## src/rtl/openmips_pkg.sv

```systemverilog
// ---------------------------------------------------------------------------
// openmips_pkg
// Shared definitions for the openmips_core pipeline.
//   - Datapath widths (32-bit word, 5-bit register index)
//   - Reset level (active-low)
//   - Opcode / funct encodings for the logic subset
//   - ALU operation enum and the pipeline bundle structs
//   - alu_exec(): the EX-stage logic function
// ---------------------------------------------------------------------------
package openmips_pkg;

  localparam int WORD_W     = 32;
  localparam int REG_ADDR_W = 5;
  localparam int NUM_REGS   = 32;

  // Level of rst that holds the core in reset.
  localparam logic RST_ACTIVE = 1'b0;

  localparam logic [WORD_W-1:0] NOP_INST = 32'h0000_0000;

  // Primary opcodes (inst[31:26])
  localparam logic [5:0] OP_SPECIAL = 6'b000000;
  localparam logic [5:0] OP_ANDI    = 6'b001100;
  localparam logic [5:0] OP_ORI     = 6'b001101;
  localparam logic [5:0] OP_XORI    = 6'b001110;
  localparam logic [5:0] OP_LUI     = 6'b001111;

  // SPECIAL funct codes (inst[5:0])
  localparam logic [5:0] FUNCT_AND = 6'b100100;
  localparam logic [5:0] FUNCT_OR  = 6'b100101;
  localparam logic [5:0] FUNCT_XOR = 6'b100110;
  localparam logic [5:0] FUNCT_NOR = 6'b100111;

  typedef logic [WORD_W-1:0]     word_t;
  typedef logic [REG_ADDR_W-1:0] reg_addr_t;

  typedef enum logic [2:0] {
    ALU_NOP = 3'd0,
    ALU_OR  = 3'd1,
    ALU_AND = 3'd2,
    ALU_XOR = 3'd3,
    ALU_NOR = 3'd4,
    ALU_LUI = 3'd5
  } alu_op_e;

  // ID/EX pipeline register: operands already resolved through forwarding.
  typedef struct packed {
    alu_op_e   alu_op;
    word_t     opa;
    word_t     opb;
    logic      we;
    reg_addr_t waddr;
  } id_ex_t;

  // Write-back bundle carried by EX/MEM and MEM/WB.
  typedef struct packed {
    logic      we;
    reg_addr_t waddr;
    word_t     wdata;
  } wb_bus_t;

  // LUI arrives with the shifted immediate already in opb.
  function automatic word_t alu_exec(input alu_op_e op, input word_t a, input word_t b);
    word_t res;
    res = '0;
    case (op)
      ALU_OR:  res = a | b;
      ALU_AND: res = a & b;
      ALU_XOR: res = a ^ b;
      ALU_NOR: res = ~(a | b);
      ALU_LUI: res = b;
      default: res = '0;
    endcase
    return res;
  endfunction

endpackage

```

## src/rtl/openmips_regfile.sv

```systemverilog
// ---------------------------------------------------------------------------
// openmips_regfile
// 32 x 32-bit general purpose register file, two combinational read ports
// and one write port committed on the rising clock edge.
//   clk    : clock
//   rst    : synchronous active-low reset; suppresses the write in that cycle
//            (contents themselves are never cleared)
//   we     : write request from WB
//   waddr  : write register index
//   wdata  : write data
//   raddr  : two read indices (port 0, port 1)
//   rdata  : two read results
// $0 reads as zero and is never written. A read of the register being
// written in the same cycle returns the incoming data.
// ---------------------------------------------------------------------------
module openmips_regfile
  import openmips_pkg::*;
(
  input  logic                         clk,
  input  logic                         rst,
  input  logic                         we,
  input  logic [REG_ADDR_W-1:0]        waddr,
  input  logic [WORD_W-1:0]            wdata,
  input  logic [1:0][REG_ADDR_W-1:0]   raddr,
  output logic [1:0][WORD_W-1:0]       rdata
);

  word_t regs_reg [NUM_REGS];
  logic  wr_en;

  // Writes to $0 are dropped here; the decoded we is still visible upstream.
  assign wr_en = we && (waddr != '0) && (rst != RST_ACTIVE);

  always_ff @(posedge clk) begin
    if (wr_en) begin
      regs_reg[waddr] <= wdata;
    end
  end

  genvar gi;
  generate
    for (gi = 0; gi < 2; gi++) begin : g_rd_port
      word_t rd_word;
      always_comb begin
        rd_word = regs_reg[raddr[gi]];
        if (raddr[gi] == '0) begin
          rd_word = '0;
        end else if (wr_en && (waddr == raddr[gi])) begin
          rd_word = wdata;
        end
      end
      assign rdata[gi] = rd_word;
    end
  endgenerate

endmodule

```

## src/rtl/openmips_core.sv

```systemverilog
// ---------------------------------------------------------------------------
// openmips_core
// Scalar in-order 5-stage (IF/ID/EX/MEM/WB) MIPS32 pipeline executing the
// logic-immediate (ORI/ANDI/XORI/LUI) and logic-register (AND/OR/XOR/NOR)
// subset. No stalls, no branches; full forwarding into the ID operand read.
//   clk        : clock
//   rst        : synchronous active-low reset
//   rom_data_i : instruction word at rom_addr_o (combinational ROM)
//   rom_addr_o : fetch byte address (PC)
//   rom_ce_o   : fetch enable; instruction is treated as NOP while low
//   wb_we_o    : debug, register write in this cycle (as decoded)
//   wb_waddr_o : debug, destination register
//   wb_wdata_o : debug, write data
// ---------------------------------------------------------------------------
module openmips_core
  import openmips_pkg::*;
#(
  parameter logic [31:0] RESET_PC = 32'h0000_0000
) (
  input  logic        clk,
  input  logic        rst,
  input  logic [31:0] rom_data_i,
  output logic [31:0] rom_addr_o,
  output logic        rom_ce_o,
  output logic        wb_we_o,
  output logic [4:0]  wb_waddr_o,
  output logic [31:0] wb_wdata_o
);

  // ---------------- IF ----------------
  word_t pc_reg, pc_next;
  logic  ce_reg;
  word_t fetch_inst;

  // The PC only starts advancing once the enable is up, so the first
  // fetched address after reset is RESET_PC.
  assign pc_next = ce_reg ? (pc_reg + 32'd4) : pc_reg;

  always_ff @(posedge clk) begin
    if (rst == RST_ACTIVE) begin
      pc_reg <= RESET_PC;
      ce_reg <= 1'b0;
    end else begin
      pc_reg <= pc_next;
      ce_reg <= 1'b1;
    end
  end

  assign rom_addr_o = pc_reg;
  assign rom_ce_o   = ce_reg;
  assign fetch_inst = ce_reg ? rom_data_i : NOP_INST;

  // ---------------- Pipeline registers ----------------
  word_t   if_id_inst_reg;
  id_ex_t  id_ex_reg, id_ex_next;
  wb_bus_t ex_mem_reg, ex_mem_next;
  wb_bus_t mem_wb_reg;

  // ---------------- ID ----------------
  logic [5:0]  inst_op, inst_funct;
  reg_addr_t   inst_rs, inst_rt, inst_rd;
  logic [4:0]  inst_shamt;
  logic [15:0] inst_imm;

  assign inst_op    = if_id_inst_reg[31:26];
  assign inst_rs    = if_id_inst_reg[25:21];
  assign inst_rt    = if_id_inst_reg[20:16];
  assign inst_rd    = if_id_inst_reg[15:11];
  assign inst_shamt = if_id_inst_reg[10:6];
  assign inst_funct = if_id_inst_reg[5:0];
  assign inst_imm   = if_id_inst_reg[15:0];

  logic [1:0][REG_ADDR_W-1:0] rf_raddr;
  logic [1:0][WORD_W-1:0]     rf_rdata;
  logic [1:0][WORD_W-1:0]     opnd_val;
  word_t                      ex_result;

  assign rf_raddr[0] = inst_rs;
  assign rf_raddr[1] = inst_rt;

  openmips_regfile u_regfile (
    .clk   (clk),
    .rst   (rst),
    .we    (mem_wb_reg.we),
    .waddr (mem_wb_reg.waddr),
    .wdata (mem_wb_reg.wdata),
    .raddr (rf_raddr),
    .rdata (rf_rdata)
  );

  // Operand forwarding: youngest producer wins. The WB stage is covered by
  // the register file write-through, so only EX and MEM are checked here.
  genvar gi;
  generate
    for (gi = 0; gi < 2; gi++) begin : g_fwd
      word_t fwd_val;
      always_comb begin
        fwd_val = rf_rdata[gi];
        if (id_ex_reg.we && (id_ex_reg.waddr != '0) &&
            (id_ex_reg.waddr == rf_raddr[gi])) begin
          fwd_val = ex_result;
        end else if (ex_mem_reg.we && (ex_mem_reg.waddr != '0) &&
                     (ex_mem_reg.waddr == rf_raddr[gi])) begin
          fwd_val = ex_mem_reg.wdata;
        end
      end
      assign opnd_val[gi] = fwd_val;
    end
  endgenerate

  always_comb begin
    id_ex_next.alu_op = ALU_NOP;
    id_ex_next.opa    = '0;
    id_ex_next.opb    = '0;
    id_ex_next.we     = 1'b0;
    id_ex_next.waddr  = '0;
    case (inst_op)
      OP_ORI, OP_ANDI, OP_XORI, OP_LUI: begin
        id_ex_next.opa   = opnd_val[0];
        id_ex_next.opb   = {16'h0000, inst_imm};
        id_ex_next.we    = 1'b1;
        id_ex_next.waddr = inst_rt;
        case (inst_op)
          OP_ORI:  id_ex_next.alu_op = ALU_OR;
          OP_ANDI: id_ex_next.alu_op = ALU_AND;
          OP_XORI: id_ex_next.alu_op = ALU_XOR;
          default: begin
            id_ex_next.alu_op = ALU_LUI;
            id_ex_next.opa    = '0;
            id_ex_next.opb    = {inst_imm, 16'h0000};
          end
        endcase
      end
      OP_SPECIAL: begin
        if (inst_shamt == '0) begin
          case (inst_funct)
            FUNCT_AND: id_ex_next.alu_op = ALU_AND;
            FUNCT_OR:  id_ex_next.alu_op = ALU_OR;
            FUNCT_XOR: id_ex_next.alu_op = ALU_XOR;
            FUNCT_NOR: id_ex_next.alu_op = ALU_NOR;
            default:   id_ex_next.alu_op = ALU_NOP;
          endcase
          // Any unlisted funct (including the all-zero word) stays a NOP.
          if (id_ex_next.alu_op != ALU_NOP) begin
            id_ex_next.opa   = opnd_val[0];
            id_ex_next.opb   = opnd_val[1];
            id_ex_next.we    = 1'b1;
            id_ex_next.waddr = inst_rd;
          end
        end
      end
      default: ;
    endcase
  end

  // ---------------- EX ----------------
  assign ex_result = alu_exec(id_ex_reg.alu_op, id_ex_reg.opa, id_ex_reg.opb);

  always_comb begin
    ex_mem_next.we    = id_ex_reg.we;
    ex_mem_next.waddr = id_ex_reg.waddr;
    ex_mem_next.wdata = ex_result;
  end

  // ---------------- Stage registers (MEM is a pass-through) ----------------
  always_ff @(posedge clk) begin
    if (rst == RST_ACTIVE) begin
      if_id_inst_reg <= NOP_INST;
      id_ex_reg      <= '0;
      ex_mem_reg     <= '0;
      mem_wb_reg     <= '0;
    end else begin
      if_id_inst_reg <= fetch_inst;
      id_ex_reg      <= id_ex_next;
      ex_mem_reg     <= ex_mem_next;
      mem_wb_reg     <= ex_mem_reg;
    end
  end

  // ---------------- WB debug view ----------------
  assign wb_we_o    = mem_wb_reg.we;
  assign wb_waddr_o = mem_wb_reg.waddr;
  assign wb_wdata_o = mem_wb_reg.wdata;

endmodule

```

## config.mk

```make
export PLATFORM = sky130hd
export DESIGN_NAME = openmips_core
export DESIGN_NICKNAME = d
export VERILOG_FILES = /design/src/rtl/openmips_pkg.sv /design/src/rtl/openmips_regfile.sv /design/src/rtl/openmips_core.sv
export SDC_FILE = /design/constraint.sdc
export NUM_CORES = 2
export LEC_CHECK = 0
export ABC_AREA = 1
export CAP_MARGIN = 20
export CORE_UTILIZATION = 57
export CTS_CLUSTER_DIAMETER = 30
export CTS_CLUSTER_SIZE = 12
export DETAILED_ROUTE_END_ITERATION = 8
export PLACE_DENSITY = 0.74
export SLEW_MARGIN = 30
export SYNTH_ARGS = -nofsm -noshare
export SYNTH_HDL_FRONTEND = slang
export SYNTH_SLANG_ARGS = --single-unit
export TNS_END_PERCENT = 100
```

## constraint.sdc

```tcl
create_clock -name clk -period 6.7 [get_ports clk]
set_input_delay 1.34 -clock clk [delete_from_list [all_inputs] [get_ports clk]]
set_output_delay 1.34 -clock clk [all_outputs]
set_load 0.05 [all_outputs]
```

# Word level (Yosys, flattened, before mapping)

Memories as Yosys holds them, arrays and structs flattened. A register that Yosys moved wholly into a read port is not among the register bits.
Index checks and enable logic that the tools add are counted.

Flip-flop bits (word level): 214
Bits in writable memories: 1024
Input bits: 34
Output and inout bits: 71
Logic and storage cells: 82
Memories: 1

Add/subtract/negate cells: 1
Eq/ne operators: 19
Mux-type cells: 22
Bitwise logic cells: 4
Reductions and logical operators: 21

Memory list:

| memory             | words | bits a word | rd ports | clocked after Yosys merged registers in | write ports | line                   | RTL |
|---|---|---|---|---|---|---|---|
| u_regfile.regs_reg | 32    | 32          | 2        | 2                                       | 1           | openmips_regfile.sv:28 | `word_t regs_reg [NUM_REGS];` |

Operators by type and width:

| operator                                                               | count |
|---|---|
| 32-bit two-way mux                                                     | 8 |
| 32-bit case mux with 5 select lines                                    | 1 |
| 73-bit case mux with 2 select lines                                    | 1 |
| 73-bit two-way mux                                                     | 1 |
| 70-bit two-way mux                                                     | 1 |
| 64-bit two-way mux                                                     | 1 |
| 32-bit by 3-bit adder with 32-bit output (second input constant)       | 1 |
| 32-bit bitwise AND                                                     | 1 |
| 32-bit inverter                                                        | 1 |
| 32-bit bitwise OR                                                      | 1 |
| 32-bit bitwise XOR                                                     | 1 |
| 5-bit equality test                                                    | 6 |
| 6-bit by 4-bit equality test with 1-bit output (second input constant) | 4 |
| 6-bit equality test (second input constant)                            | 4 |
| 5-bit logical NOT                                                      | 3 |
| 5-bit nonzero test                                                     | 3 |
| 3-bit case mux with 4 select lines                                     | 1 |
| 1-bit logical AND                                                      | 10 |
| 5-bit two-way mux                                                      | 2 |
| 3-bit case mux with 3 select lines                                     | 1 |
| 3-bit by 2-bit equality test with 1-bit output (second input constant) | 2 |
| 3-bit equality test (second input constant)                            | 2 |
| 6-bit logical NOT                                                      | 1 |
| 3-bit two-way mux                                                      | 2 |
| other kinds (6)                                                        | 8 |

# Depth between registers and ports, before layout

Depth after elaboration: 11
Gate-level depth with buffers: 15
Mapped depth without buffers: 13

# Hierarchy

Synthesis repeated with hierarchy kept, for this count alone.

Cells, all modules: 7869
Area total of the unflattened synthesis: 64998.6 um^2

Modules (own cells, without submodules):

| module           | instances | cells an instance | area an instance (um^2) | seq. area each (um^2) |
|---|---|---|---|---|
| openmips_regfile | 1         | 6149              | 53608.9                 | 30749.5 |
| openmips_core    | 1         | 1720              | 11389.7                 | 4244.1 |

# Worst setup path before layout

OpenSTA, ideal clock, no wires.

Path type: input to register
Start: in rst
End: mem u_regfile.regs_reg[5][0] (netlist bit), enable pin
Library setup time: 461 ps
Arrival time: 3861 ps
Required time: 6239 ps
Slack: 2378 ps
Stages on the path: 3
Path buffers: 1
Path through: buf_2 > nand2_1 > nor3_1

Cells in the longest elaborated chain, start to end: 3

Ends and longest elaborated chain:

| element                                 | line                   | RTL |
|---|---|---|
| start, declared                         | openmips_core.sv:21    | `input logic rst,` |
| 1-bit logical AND                       | openmips_regfile.sv:32 | `assign wr_en = we && (waddr != '0) && (rst != RST_ACTIVE);` |
| 1-bit two-way mux                       | openmips_regfile.sv:35 | `if (wr_en) begin` |
| 1-bit two-way mux (implied by the code) | openmips_regfile.sv:36 | `regs_reg[waddr] <= wdata;` |
| end, declared                           | openmips_regfile.sv:28 |  |

No other way between the ends.

# Worst setup path after layout

Start: reg mem_wb_reg, in the netlist wb_wdata_o[25]
End: out wb_wdata_o[25]

RTL lines:

| element                | line                 | RTL |
|---|---|---|
| start, declared        | openmips_core.sv:57  | `wb_bus_t mem_wb_reg;` |
| start signal, assigned | openmips_core.sv:176 | `mem_wb_reg <= ex_mem_reg;` |
| end, declared          | openmips_core.sv:27  | `output logic [31:0] wb_wdata_o` |

No word-level cell between the ends.

==> impl_metrics.env <==
export IMPL_place_area_sq_mm=0.0645
export IMPL_syn_inst=7365
export IMPL_dp_hpwl_um=130000
export IMPL_violations="DRC"
export IMPL_ant_nets=0
export IMPL_finalHoldViolCount=0
export IMPL_largest_register_ffs=1024
export IMPL_dp_worst_setup_slack_ps=2580
export IMPL_peakVddDrop_v=0.000313
export IMPL_clockBufferDepth=3
export IMPL_cp_slowest_cell="clkdlybuf4s50_1"
export IMPL_drt_first_pass_iters=9
export IMPL_clock_latency_ps=850
export IMPL_hp_class="reg -> reg"
export IMPL_crit_buf_inv=1
export IMPL_max_stage_delay_ps=1120
export IMPL_rsz0062_at_grt="no"
export IMPL_finalSetupViolCount=0
export IMPL_htreeDepth=4
export IMPL_crit_family="buffers and inverters"
export IMPL_cts_setup_buffers=0
export IMPL_cts_sinks=1236
export IMPL_num_io_pins=105
export IMPL_numCtsBuffers=241
export IMPL_drcViolationCount=32
export IMPL_synth_seq_cells=1236
export IMPL_p_per_area_mw_per_mm2=297
export IMPL_yosysSeqAreaShare=0.563
export IMPL_initial_core_util=0.578
export IMPL_fp_dieH_um=332
export IMPL_cts_root_buf="clkbuf_16"
export IMPL_antenna_found_initial=10
export IMPL_track_usage=0.407
export IMPL_crit_required_ps=5360
export IMPL_min_period_over_period=0.641
export IMPL_crit_chain="clkdlybuf4s50_1"
export IMPL_grt_max_degree=186
export IMPL_cts_tree="done"
export IMPL_crit_path_end_kind="output port"
export IMPL_max_freq_mhz=233
export IMPL_yosysWarnings=0
export IMPL_grt_pass1_vias=55400
export IMPL_place_congestion=1.02
export IMPL_period_needed_ps=4290
export IMPL_arrival_ps=2950
export IMPL_worstMarginPinSlew_ps=1100
export IMPL_ctsResizeCount=0
export IMPL_start_kind="flip-flop"
export IMPL_core_sq_mm=0.108
export IMPL_die_area_sq_mm=0.110
export IMPL_fillers=8095
export IMPL_setup_ws_ps=2410
export IMPL_drive_gt1_frac=0.0818
export IMPL_final_nets=7449
export IMPL_outcome="finished with violations"
export IMPL_fin_skew_ps=49.1
export IMPL_avgViaCountPerCell=6.40
export IMPL_crit_type="reg -> out"
export IMPL_hold_buffers=0
export IMPL_drtIter0Drc=9841
export IMPL_syn_area_sq_mm=0.0622
export IMPL_die_w_um=332
export IMPL_slew_headroom=0.269
export IMPL_yosysUniqueCellTypes=40
export IMPL_grt_pass1_wl_um=338000
export IMPL_num_rows=120
export IMPL_gr_total_overflow=0
export IMPL_drv_cap=0
export IMPL_crit_fanout=35
export IMPL_setup_tns_ps=0
export IMPL_num_vias=57400
export IMPL_port_buffer_count=102
export IMPL_maxSlewViolCount=0
export IMPL_drt_wl_total_um=228000
export IMPL_clk_pin_slew_worst_paths_ps=50
export IMPL_final_area_sq_mm=0.0728
export IMPL_area_growth_pct=17.1
export IMPL_leakage_nw=28.6
export IMPL_wl_per_cell_um=25.4
export IMPL_synth_avg_cell_area_sq_um=8.44
[layout make-up]
class	count	area (sq um)	area share
sequential	1236	35000	0.481
clock inverter	180	2000	0.0274
inverter	348	1350	0.0186
multi-input combinational	5294	23900	0.329
tap	1403	1760	0.0241
timing repair buffer	229	2390	0.0328
clock buffer	277	6330	0.0869
antenna	4	10.0	0.000137
[Yosys cell counts, drive strengths merged]
library cell / n / share of area
a21oi: 242 / 0.020
nor3: 30 / 0.0025
nand4: 15 / 0.0018
clkbuf: 188 / 0.011
xnor2: 11 / 0.0015
nand2: 2445 / 0.15
ha: 65 / 0.013
inv: 347 / 0.021
xor2: 20 / 0.0028
nor2: 425 / 0.026
nor3b: 2 / 0.00024
nor4: 7 / 0.00095
or2: 2 / 0.00024
nand3: 1702 / 0.14
clkinv: 1 / 0.000060
nand3b: 1 / 0.00012
a22oi: 10 / 0.0012
buf: 332 / 0.026
o22ai: 4 / 0.00040
and2: 2 / 0.00020
a211oi: 16 / 0.0019
o21ai: 247 / 0.020
conb: 1 / 0.000060
o21bai: 1 / 0.00012
dfxtp: 212 / 0.068
edfxtp: 1024 / 0.49
o211ai: 13 / 0.0016
[report_power, final]
group	switching (mW)	leakage (nW)	total (mW)	internal, mW
Combinational	0.880	12.3	1.17	0.294
Sequential	0.0490	12.3	8.28	8.23
Clock	4.28	4.04	12.2	7.89
[cell families after synthesis]
| logic type | after synthesis | synth area share |
|---|---|---|
| AO/OA/AOI/OAI | 533 | 0.0448 |
| AND/OR/NAND/NOR | 4631 | 0.316 |
| adder cells (fa/ha/maj) | 65 | 0.0131 |
| flip-flops | 1236 | 0.563 |
| other | 1 | 0.0000603 |
| buffers and inverters | 868 | 0.0586 |
| XOR/XNOR | 31 | 0.00437 |
[cell usage in the layout (no fill, tap or decap), types with 22 or more instances in the layout]
cell / netlist / final
nand2_1: 2443 / 2442
nand3_1: 1702 / 1701
edfxtp_1: 1024 / 1024
nor2_1: 421 / 391
inv_1: 339 / 334
clkbuf_16: 0 / 245
a21oi_1: 241 / 241
o21ai_0: 238 / 238
dfxtp_1: 212 / 195
clkdlybuf4s50_1: 0 / 101
buf_4: 26 / 100
ha_1: 65 / 65
clkinv_2: 0 / 44
conb_1: 1 / 34
clkinv_4: 0 / 32
nor2_4: 0 / 31
nor3_1: 29 / 28
bufinv_16: 0 / 28
inv_6: 0 / 25
clkbuf_1: 188 / 24
clkinvlp_4: 0 / 22
[through the flow]
| stage | utilization | cells | total power [mW] | hold WS, ps |
|---|---|---|---|---|
| 2_1_floorplan | - | 7398 | 9.09 | 407 |
| 3_3_place_gp | 0.595 | 8496 | 9.50 | 413 |
| 3_5_place_dp | 0.599 | 8510 | 9.52 | 418 |
| 4_1_cts | 0.676 | 8967 | 21.5 | 425 |
| 5_1_grt | 0.676 | 8967 | 22.0 | 434 |
| 6_report | 0.676 | 8971 | 21.6 | 425 |
[layer usage]
layer	track usage	vias to the layer above	share of wire
li1	-	24900	-
met1	0.501	26600	0.34
met2	0.599	4811	0.43
met3	0.117	1025	0.14
met4	0.329	10	0.089
met5	0	-	0.00027
[path summary, 6_finish.rpt]
kind	startpoint	to	slack, ps	depth (start not counted)
worst max-delay path	wb_wdata_o[25]	wb_wdata_o[25]	2410	1
worst min-delay path	ex_mem_reg[28]	wb_wdata_o[28]	420	2
worst min register to register	ex_mem_reg[28]	wb_wdata_o[28]	420	2
worst max register to register	if_id_inst_reg[21]	id_ex_reg[60]	2520	10
No activity file was read; power rests on OpenSTA's default activity.
